<file path="config.mk">
export PLATFORM = sky130hd
export DESIGN_NAME = hex_display_bank
export DESIGN_NICKNAME = d
export VERILOG_FILES = /design/src/rtl/hex_display_pkg.sv /design/src/rtl/hex_display_bank_seg7_decode.sv /design/src/rtl/hex_display_bank.sv
export SDC_FILE = /design/constraint.sdc
export NUM_CORES = 1
export LEC_CHECK = 0
export BUFFER_PORTS_ARGS = -buffer_cell sky130_fd_sc_hd__buf_4
export CAP_MARGIN = 0
export CORE_ASPECT_RATIO = 0.8
export CORE_MARGIN = 2
export CORE_UTILIZATION = 25
export CTS_BUF_LIST = sky130_fd_sc_hd__clkbuf_16
export CTS_CLUSTER_DIAMETER = 100
export DETAILED_ROUTE_END_ITERATION = 12
export SLEW_MARGIN = 20
export SYNTH_ARGS = -nofsm -noshare
export SYNTH_HDL_FRONTEND = slang
export SYNTH_HIERARCHICAL = 1
export SYNTH_SLANG_ARGS = --single-unit
</file>
<file path="constraint.sdc">
create_clock -name clock -period 2.94 [get_ports clock]
set_input_delay 0.147 -clock clock [delete_from_list [all_inputs] [get_ports clock]]
set_output_delay 0.147 -clock clock [all_outputs]
set_load 0.05 [all_outputs]
</file>
<file path="src/rtl/hex_display_pkg.sv">
// hex_display_pkg: shared segment types and the active-low g..a decode table
package hex_display_pkg;
    localparam int SEG_W = 7;
    typedef logic [SEG_W-1:0] seg_t;
    localparam seg_t SEG_BLANK = 7'b1111111;
    localparam seg_t SEG_DASH  = 7'b0111111;
    localparam seg_t SEG_TABLE [16] = '{
        7'b1000000, 7'b1111001, 7'b0100100, 7'b0110000,
        7'b0011001, 7'b0010010, 7'b0000010, 7'b1111000,
        7'b0000000, 7'b0011000, 7'b0001000, 7'b0000011,
        7'b1000110, 7'b0100001, 7'b0000110, 7'b0001110
    };
endpackage

</file>
<file path="src/rtl/hex_display_bank_seg7_decode.sv">
// seg7_decode: nibble to active-low segments; HEX_DISPLAY_BCD_CLAMP_EN turns A-F into a dash
module seg7_decode
    import hex_display_pkg::*;
(
    input  logic [3:0] nibble,
    output seg_t       seg
);
    // table lookup, optionally clamped to decimal digits
    always_comb begin
`ifdef HEX_DISPLAY_BCD_CLAMP_EN
        seg = (nibble > 4'd9) ? SEG_DASH : SEG_TABLE[nibble];
`else
        seg = SEG_TABLE[nibble];
`endif
    end
endmodule

</file>
<file path="src/rtl/hex_display_bank.sv">
// hex_display_bank: held hex word -> registered seven-segment digits with leading-zero blanking and blink (optional HEX_DISPLAY_BCD_CLAMP_EN)
module hex_display_bank
    import hex_display_pkg::*;
#(
    parameter  int DIGITS    = 4,
    parameter  int BLINK_DIV = 25000000,
    localparam int CNT_W     = $clog2(BLINK_DIV) + 1
) (
    input  logic                  clock,
    input  logic                  resetn,
    input  logic                  load,
    input  logic [4*DIGITS-1:0]   value,
    input  logic                  blank_lz,
    input  logic [DIGITS-1:0]     blink_mask,
    input  logic                  blink_en,
    output logic [7*DIGITS-1:0]   segments_out,
    output logic                  blink_phase
);
    logic [4*DIGITS-1:0] held;
    logic [CNT_W-1:0]    cnt;
    logic [7*DIGITS-1:0] next_seg;

    for (genvar i = 0; i < DIGITS; i++) begin : g_dig
        seg_t dec;
        logic lz;
        seg7_decode u_dec (.nibble(held[4*i+:4]), .seg(dec));
        // digit 0 never blanks, so an all-zero word still shows one "0"
        assign lz = blank_lz && (i != 0) && (held[4*DIGITS-1:4*i] == '0);
        assign next_seg[7*i+:7] = (lz || (blink_mask[i] && !blink_phase)) ? SEG_BLANK : dec;
    end

    // capture the displayed word on load
    always_ff @(posedge clock or negedge resetn) begin
        if (!resetn) held <= '0;
        else if (load) held <= value;
    end

    // blink prescaler: phase toggles every BLINK_DIV edges, held visible while disabled
    always_ff @(posedge clock or negedge resetn) begin
        if (!resetn) begin
            cnt         <= '0;
            blink_phase <= 1'b1;
        end else if (!blink_en) begin
            cnt         <= '0;
            blink_phase <= 1'b1;
        end else if (cnt == CNT_W'(BLINK_DIV - 1)) begin
            cnt         <= '0;
            blink_phase <= ~blink_phase;
        end else begin
            cnt         <= cnt + CNT_W'(1);
        end
    end

    // register the final segment pattern every edge
    always_ff @(posedge clock or negedge resetn) begin
        if (!resetn) segments_out <= '1;
        else segments_out <= next_seg;
    end
endmodule

</file>
* Yosys cells after proc, flatten, opt, wreduce, memory -nomap -nowiden
Memories as Yosys holds them, arrays and structs flattened.
Cells that the tools add are included.
** Operators by class
- Add/subtract/negate cells :: 1
- $mul :: 0
- Divide/modulo/power cells :: 0
- Order comparisons :: 4
- Equal/unequal tests :: 2
- Shift-type cells :: 0
- Mux-type cells :: 16
- Bitwise gates (word level) :: 5
- Reductions and logical operators :: 14
** Operators by type and width (count)
- $mux W7 :: 12
- $mux W26 :: 2
- $add A26 B1 Y26 const B :: 1
- $eq A26 B25 Y1 const B :: 1
- $ge A5 B5 Y1 const B :: 4
- $not A4 Y5 :: 4
- $logic_not A12 Y1 :: 1
- $logic_not A8 Y1 :: 1
- $logic_and A1 B1 Y1 :: 7
- $logic_not A4 Y1 :: 1
- $logic_or A1 B1 Y1 :: 3
- $mux W1 :: 2
- $ne A2 B1 Y1 const B :: 1
- $logic_not A1 Y1 :: 1
- $not A1 Y1 :: 1
** Word-level totals
- Bits in registers :: 71
- Bits in latches :: 0
- RAM bits :: 0
- Memory bits (read-only) :: 448
- Input bits :: 25
- Logic and storage cells :: 50
- Memories kept :: 4
** Memory list
- (no name shown) :: words 16, bits a word 7, read ports 1, clocked after memory_dff 0, write ports 0, RTL line hex_display_bank_seg7_decode.sv:13 : seg = SEG_TABLE[nibble];
- (no name shown) :: words 16, bits a word 7, read ports 1, clocked after memory_dff 0, write ports 0, RTL line hex_display_bank_seg7_decode.sv:13
- (no name shown) :: words 16, bits a word 7, read ports 1, clocked after memory_dff 0, write ports 0, RTL line hex_display_bank_seg7_decode.sv:13
- (no name shown) :: words 16, bits a word 7, read ports 1, clocked after memory_dff 0, write ports 0, RTL line hex_display_bank_seg7_decode.sv:13

* Depth between registers and ports, before layout
Gate-level depths: netlist of run 1.
- Depth in word-level cells :: 5
- Mapped depth :: 6
- Gate-level depth less buffers :: 6

* By module
The synthesis of run 1 kept the hierarchy.
** By module, submodules not included
- hex_display_bank :: times used 1, cells an instance 247, area an instance 2957.8 um2, sequential area each 1813.0 um2
- seg7_decode (g_dig[1].u_dec ...) :: times used 3, cells an instance 34, area an instance 255.2 um2, sequential area each 0.0 um2
- seg7_decode (g_dig[0].u_dec) :: times used 1, cells an instance 35, area an instance 267.8 um2, sequential area each 0.0 um2

* Worst setup path before layout of run 1
Ideal clock, no wire load.
- Path kind :: register -> register
- From :: register cnt[0]
- To :: register cnt[20]
- Setup time :: 0.078 ns
- Arrival time :: 1.915 ns
- Required time :: 2.862 ns
- Setup slack :: 0.947 ns
- Stages on the path, launching flop included :: 7
- Clock period less this slack :: 1.993 ns
- Cell sequence :: dfrtp_1 -> ha_1 -> nand4_1 -> or4_1 -> buf_2 -> or4_1 -> a21oi_1
** Between the ends
- Word-level cells in the longest chain between the ends :: 3
- Elaborated cells on any way between the ends :: 4
- Those cells by class :: add/sub: 1; eq/ne: 1; mux: 2
** RTL lines
- start, declared :: RTL line hex_display_bank.sv:20 : logic [CNT_W-1:0] cnt;
- start signal, assigned :: RTL line hex_display_bank.sv:50 : cnt <= cnt + CNT_W'(1);
- $add A26 B1 Y26 / $eq A26 B25 Y1 (equally long branches) :: RTL line hex_display_bank.sv:50, hex_display_bank.sv:46
- $mux W26 * :: RTL line hex_display_bank.sv:46 : end else if (cnt == CNT_W'(BLINK_DIV - 1)) begin
- $mux W26 * :: RTL line hex_display_bank.sv:43 : end else if (!blink_en) begin
Mark *: on every way between the ends. The rest lies on a longest branch, timed or not.
A chain may end at the register's enable or synchronous reset.

* Worst setup path after layout of run 1
Same ends and word-level chain as after synthesis.

==> results.json, run 1 <==
{
  "yosysSeqAreaShare_pct": 45.42,
  "post_cts_buffers": 0,
  "cts.htree.levels": 3,
  "antenna_found_initial": 0,
  "overflow": 0,
  "synth.area.top_cells": "dfrtp_1 (26%), dfstp_2 (19%), ha_1 (7.8%), mux2_2 (5.4%), nand2b_1 (4.4%)",
  "crit_required_ns": 3.20,
  "finalWirelength_um": 8411,
  "hold_path_class": "in2reg",
  "ys_warn_count": 6,
  "tritoncts": "built",
  "syn-num-nets": 434,
  "setup_viol": 0,
  "post-route-period-util_pct": 73.34,
  "hold_viol": 0,
  "worstSetupEndpoint": "cnt[20]$_DFF_PN0_",
  "whs_ns": 0.03243,
  "initial_utilization_pct": 25.43,
  "synth_edf_count": 0,
  "synth_top_area_share_pct": 26.33,
  "yosysMostFrequentCell": "dfrtp_1",
  "design_area_mm2": 0.004855,
  "grt_max_degree": 72,
  "endpoint_kind": "flop",
  "dr.pass1.iters": 4,
  "cp_max_fo": 8,
  "coreArea_mm2": 0.01570,
  "synth-main-ff-cell": "dfrtp_1",
  "grt_pass1_vias": 2977,
  "netlist_area_mm2": 0.003991,
  "placed_cell_area_mm2": 0.004574,
  "layout_setup_ws_ns": 0.7839,
  "ant_nets": 0,
  "slowest_delay_ns": 0.66,
  "drv_cap": 0,
  "vias": 2925,
  "die_w_um": 145.3,
  "path_clk_slew_ns": 0.06,
  "start_kind": "flop",
  "cts_max_path_buffers": 2,
  "path_depth": 5,
  "cts_made_buffers": 9,
  "r2r-end": "cnt[20]$_DFF_PN0_",
  "slew_violations": 0,
  "routedWlPerCell_um": 12.80,
  "layout_min_cycle_time_ns": 2.156,
  "yosysUniqueCellTypes": 44,
  "power.density_mw_per_mm2": 593.1,
  "cts.repair.resized": 0,
  "netlist.top_cell.by_area": "dfrtp_1",
  "cp_slowest_cell": "or4_1",
  "peakVddDrop_uv": 278.6,
  "outcome": "finished clean",
  "max_slew_margin_pct": 41.46,
  "r2r_start": "cnt[0]$_DFF_PN0_",
  "portBuffers": 53,
  "clk_latency_ns": 0.34,
  "worstMarginPinSlew_ns": 0.8781,
  "max_clock_freq_mhz": 463.8,
  "ys_top_cells_by_count": "dfrtp_1 (42), nor2_1 (34), dfstp_2 (29)",
  "grtUsageTotal_pct": 10.73,
  "path_buf_inv": 0,
  "cpMostUsedCell": "or4_1",
  "leakage_nw": 2.143,
  "finalSetupTns_ns": 0,
  "path_cells": "ha_1, nand4_1, or4_1, or4_1, a21oi_1",
  "areaGrowthSynthToFinish_pct": 21.63,
  "ys_ff_latch": 71,
  "drive_above_1_share_pct": 28.96,
  "dieHeight_um": 117.0,
  "path_class": "reg2reg",
  "n_fill_cell": 1635,
  "syn-mean-instance-area_um2": 10.39,
  "die_area_mm2": 0.01700,
  "io_pins": 54,
  "worstPathArrival_ns": 2.42,
  "cp-startpoint": "cnt[0]$_DFF_PN0_",
  "r2r_cells": 5,
  "rows": 41,
  "vias_per_cell": 4.452,
  "drc": 0,
  "nets": 487,
  "syn_inst": 384,
  "root_buffer": "clkbuf_16",
  "rsz0062_at_grt": "false",
  "gp_congestion": 0.7984,
  "r2r_setup_slack_ns": 0.78,
  "fin_worst_skew_ns": 0.008522,
  "cts_sinks": 71,
  "grt_pass1_wl_um": 14520,
  "cp_top_family": "simple AND/OR/NAND/NOR gates",
  "drt_iter0_drc": 149,
  "async_flop_share_pct": 100.0,
  "dp_hpwl_um": 6165,
  "antenna_cells": 0,
  "pre_cts_ws_ns": 0.7824
}
[state kept, by name, indices dropped and copies added, names as in the netlist]
signal,flops
segments_out,28
held,16
cnt,26
blink_phase,1
[cell families (layout without fill, tap and decap cells)]
group | after synthesis | after routing | share of synthesized area [%]
flops | 71 | 71 | 45.42
buf+inv | 34 | 92 | 4.169
simple gates | 146 | 146 | 20.85
compound gates | 61 | 61 | 9.781
fa+ha+maj | 25 | 25 | 7.837
mux | 33 | 33 | 8.871
xor+xnor | 14 | 14 | 3.072
[cell usage in the layout, fill, tap and decap left out, types with 3 or more instances in the layout]
cell       count
a21oi_1       14
a22o_1         7
a32o_1         3
and3_1         3
and4_1         3
buf_4         54
clkbuf_16      9
clkinv_2       3
dfrtp_1       42
dfstp_2       29
ha_1          25
inv_1         22
mux2_2        19
mux2i_1       14
nand2_1        9
nand2b_1      28
nand3_1       11
nand4_1       12
nor2_1        34
nor2_2         3
nor2b_1        5
nor3_1         4
nor4_1         5
o21ai_0       17
o21ai_1        4
o22ai_1        4
o31ai_1        4
or2_2          7
or3_1          7
or3b_1         3
or4_1          8
xnor2_1       11
xor2_1         3
[routing by layer]
layer	global-route usage (%)	wire length, µm	up-vias
li1	-	-	1467
met1	13.73	4027	1377
met2	16.68	3806	67
met3	3.953	441	14
met4	4.248	136	0
met5	0	0	-
[what timing repair did]
item,4_1_cts,5_1_grt
hold buffers,2,0
setup endpoints to repair,0,0
endpoints found under the hold margin,43,0
[worst min path at each step]
stage / slack, ns / end / start / cells after the start
2_1_floorplan: -0.15 / cnt[0]$_DFF_PN0_ / resetn / 0
3_3_place_gp: 0.32 / cnt[21]$_DFF_PN0_ / resetn / 1
3_5_place_dp: 0.33 / cnt[15]$_DFF_PN0_ / resetn / 1
4_1_cts: 0.02 / held[2]$_DFFE_PN0P_ / value[2] / 2
5_1_grt: 0.02 / held[4]$_DFFE_PN0P_ / value[4] / 2
6_report: 0.03 / held[9]$_DFFE_PN0P_ / value[9] / 2
[metrics by stage]
step | total power, mW | cells | utilization (%)
after floorplan | 1.748 | 384 | -
after global placement | 1.950 | 639 | 29.14
after detailed placement | 1.957 | 639 | 29.14
after CTS | 2.929 | 657 | 30.93
after global routing | 3.046 | 657 | 30.93
final | 2.879 | 657 | 30.93
[cell type report]
| type | instances | area (µm²) | area share [%] |
|---|---|---|---|
| clock buffers | 9 | 225.2 | 4.639 |
| well taps | 215 | 269.0 | 5.541 |
| clock inverters | 7 | 35.03 | 0.7216 |
| flip-flops and latches | 71 | 1813 | 37.35 |
| inverters | 20 | 75.07 | 1.546 |
| repair buffers | 56 | 425.4 | 8.763 |
| multi-input cells | 279 | 2012 | 41.44 |
[where the power goes]
group	switching (mW)	total, mW	internal, mW
Sequential	0.0926	1.21	1.12
Combinational	0.445	0.721	0.276
Clock	0.388	0.945	0.557
Total	0.925	2.88	1.95
No activity file was read; power rests on OpenSTA's default activity.
==> run 2, diff against run 1 <==
==> constraint.sdc (replaced) <==
create_clock -name clock -period 2.17 [get_ports clock]
set_input_delay 0.1085 -clock clock [delete_from_list [all_inputs] [get_ports clock]]
set_output_delay 0.1085 -clock clock [all_outputs]
set_load 0.05 [all_outputs]
==> results.json, run 2 (same netlist as run 1, synthesis figures left out) <==
{
  "fin_worst_skew_ns": 0.01130,
  "max_clock_freq_mhz": 497.3,
  "pwr-share-comb_pct": 25.9,
  "hold_depth": 2,
  "grt_max_degree": 72,
  "coreArea_mm2": 0.01570,
  "die_area_mm2": 0.01700,
  "antenna_cells": 0,
  "worstPathArrival_ns": 2.28,
  "p_seq_share_pct": 40.7,
  "r2r_cells": 5,
  "setup_viol": 0,
  "peakVddDrop_uv": 460.7,
  "dr.pass1.iters": 6,
  "post-route-period-util_pct": 92.67,
  "rsz0062_at_grt": "false",
  "cts_max_path_buffers": 2,
  "cts.htree.levels": 3,
  "start_kind": "flop",
  "multi_input_comb_area_mm2": 0.002016,
  "drive_above_1_share_pct": 29.44,
  "cp_max_fo": 8,
  "post-route-util_pct": 32.18,
  "whs_ns": 0.01236,
  "endpoint_kind": "flop",
  "clk_latency_ns": 0.34,
  "layout_commonest_cell": "buf_4",
  "area.sequential_mm2": 0.001813,
  "max_slew_margin_pct": 40.78,
  "grtUsageTotal_pct": 11.21,
  "reg_top3": "segments_out x28, cnt x26, held x16",
  "finalWirelength_um": 8804,
  "finalSetupTns_ns": 0,
  "worstMarginPinSlew_ns": 0.8883,
  "ant_nets": 0,
  "root_buffer": "clkbuf_16",
  "grt_pass1_wl_um": 15160,
  "r2r_setup_slack_ns": 0.16,
  "cp_top_family": "simple AND/OR/NAND/NOR gates",
  "overflow": 0,
  "layout_min_cycle_time_ns": 2.011,
  "path_clk_slew_ns": 0.06,
  "hold_path_class": "in2reg",
  "outcome": "finished clean",
  "power.density_mw_per_mm2": 789.8,
  "routedWlPerCell_um": 13.00,
  "largest_reg_flops": 28,
  "hold_viol": 0,
  "drc": 0,
  "io_pins": 54,
  "slowest_delay_ns": 0.60,
  "internal_power_mw": 2.680,
  "clkPwrFrac_pct": 33.4,
  "cp_slowest_cell": "or4_4",
  "r2r_start": "cnt[0]$_DFF_PN0_",
  "sw_frac_of_total_pct": 32.82,
  "n_fill_cell": 1603,
  "leakage_nw": 2.222,
  "initial_utilization_pct": 25.43,
  "portBuffers": 53,
  "slew_violations": 0,
  "r2r-end": "cnt[20]$_DFF_PN0_",
  "tritoncts": "built",
  "path_buf_inv": 0,
  "layout_common_cells": "buf_4 (59), dfrtp_1 (42), nor2_1 (34)",
  "switchingPower_mw": 1.309,
  "nets": 507,
  "crit_required_ns": 2.44,
  "gp_congestion": 0.8313,
  "hold_end": "held[10]$_DFFE_PN0P_",
  "path_class": "reg2reg",
  "vias": 3043,
  "cts_made_buffers": 9,
  "rows": 41,
  "largest_register": "segments_out",
  "dieHeight_um": 117.0,
  "antenna_found_initial": 0,
  "grt_pass1_vias": 3081,
  "cts_sinks": 71,
  "drt_iter0_drc": 153,
  "areaGrowthSynthToFinish_pct": 26.55,
  "vias_per_cell": 4.495,
  "hp-start": "value[10]",
  "dp_hpwl_um": 6349,
  "die_w_um": 145.3,
  "path_cells": "ha_1, nand4_1, or4_4, or4_1, a21oi_1",
  "drv_cap": 0
}
run 2: per-stage QoR:
step	area [µm²]	worst slack, ns	total power [mW]	std cells
floorplan	3991	0.1766	2.369	384
global placement	4612	0.1218	2.651	644
detailed placement	4612	0.09182	2.665	644
CTS	5047	0.08067	4.062	677
global route	5051	0.02014	4.205	677
finish	5051	0.1591	3.989	677
run 2: final cells by class:
class,instances,area share [%]
Sequential cell,71,35.89
Timing Repair Buffer,76,12.14
Clock inverter,7,0.7927
Inverter,20,1.486
Multi-Input combinational cell,279,39.91
Tap cell,215,5.326
Clock buffer,9,4.459
run 2: worst reg2reg max path, stage by stage (launching register included):
cell and delay (ns):
dfrtp_1 0.40, ha_1 0.19, nand4_1 0.11, or4_4 0.60, or4_1 0.49, a21oi_1 0.15
run 2: worst max path at each step:
stage                           from                end  slack [ns]  cells after the start
floorplan           cnt[0]$_DFF_PN0_  cnt[20]$_DFF_PN0_        0.18                      6
global placement    cnt[0]$_DFF_PN0_  cnt[20]$_DFF_PN0_        0.12                      5
detailed placement  cnt[0]$_DFF_PN0_  cnt[20]$_DFF_PN0_        0.09                      5
CTS                 cnt[0]$_DFF_PN0_  cnt[20]$_DFF_PN0_        0.08                      5
global route        cnt[2]$_DFF_PN0_  cnt[25]$_DFF_PN0_        0.02                      4
finish              cnt[0]$_DFF_PN0_  cnt[20]$_DFF_PN0_        0.16                      5
run 2: timing repair:
item / 4_1_cts / 5_1_grt
hold endpoints to repair: 58 / 0
hold buffers: 17 / 0
endpoints found under the setup margin: 0 / 1
gates resized for setup: 0 / 1
setup buffers: 0 / 0
run 2: power by group through the flow:
stage | registers (mW) | clock network (mW) | logic (mW)
6_report | 1.62 | 1.33 | 1.03
5_1_grt | 1.65 | 1.44 | 1.12
4_1_cts | 1.63 | 1.39 | 1.05
3_5_place_dp | 1.65 | 0 | 1.02
3_3_place_gp | 1.64 | 0 | 1.01
2_1_floorplan | 1.97 | 0 | 0.401
run 2: layer usage:
metal  wire, µm  global-route usage [%]  vias up
li1           -                       -     1502
met1       4196                   14.12     1479
met2       4169                   18.67       55
met3        367                   3.488        7
met4         70                   3.529        0
met5          0                       0        -
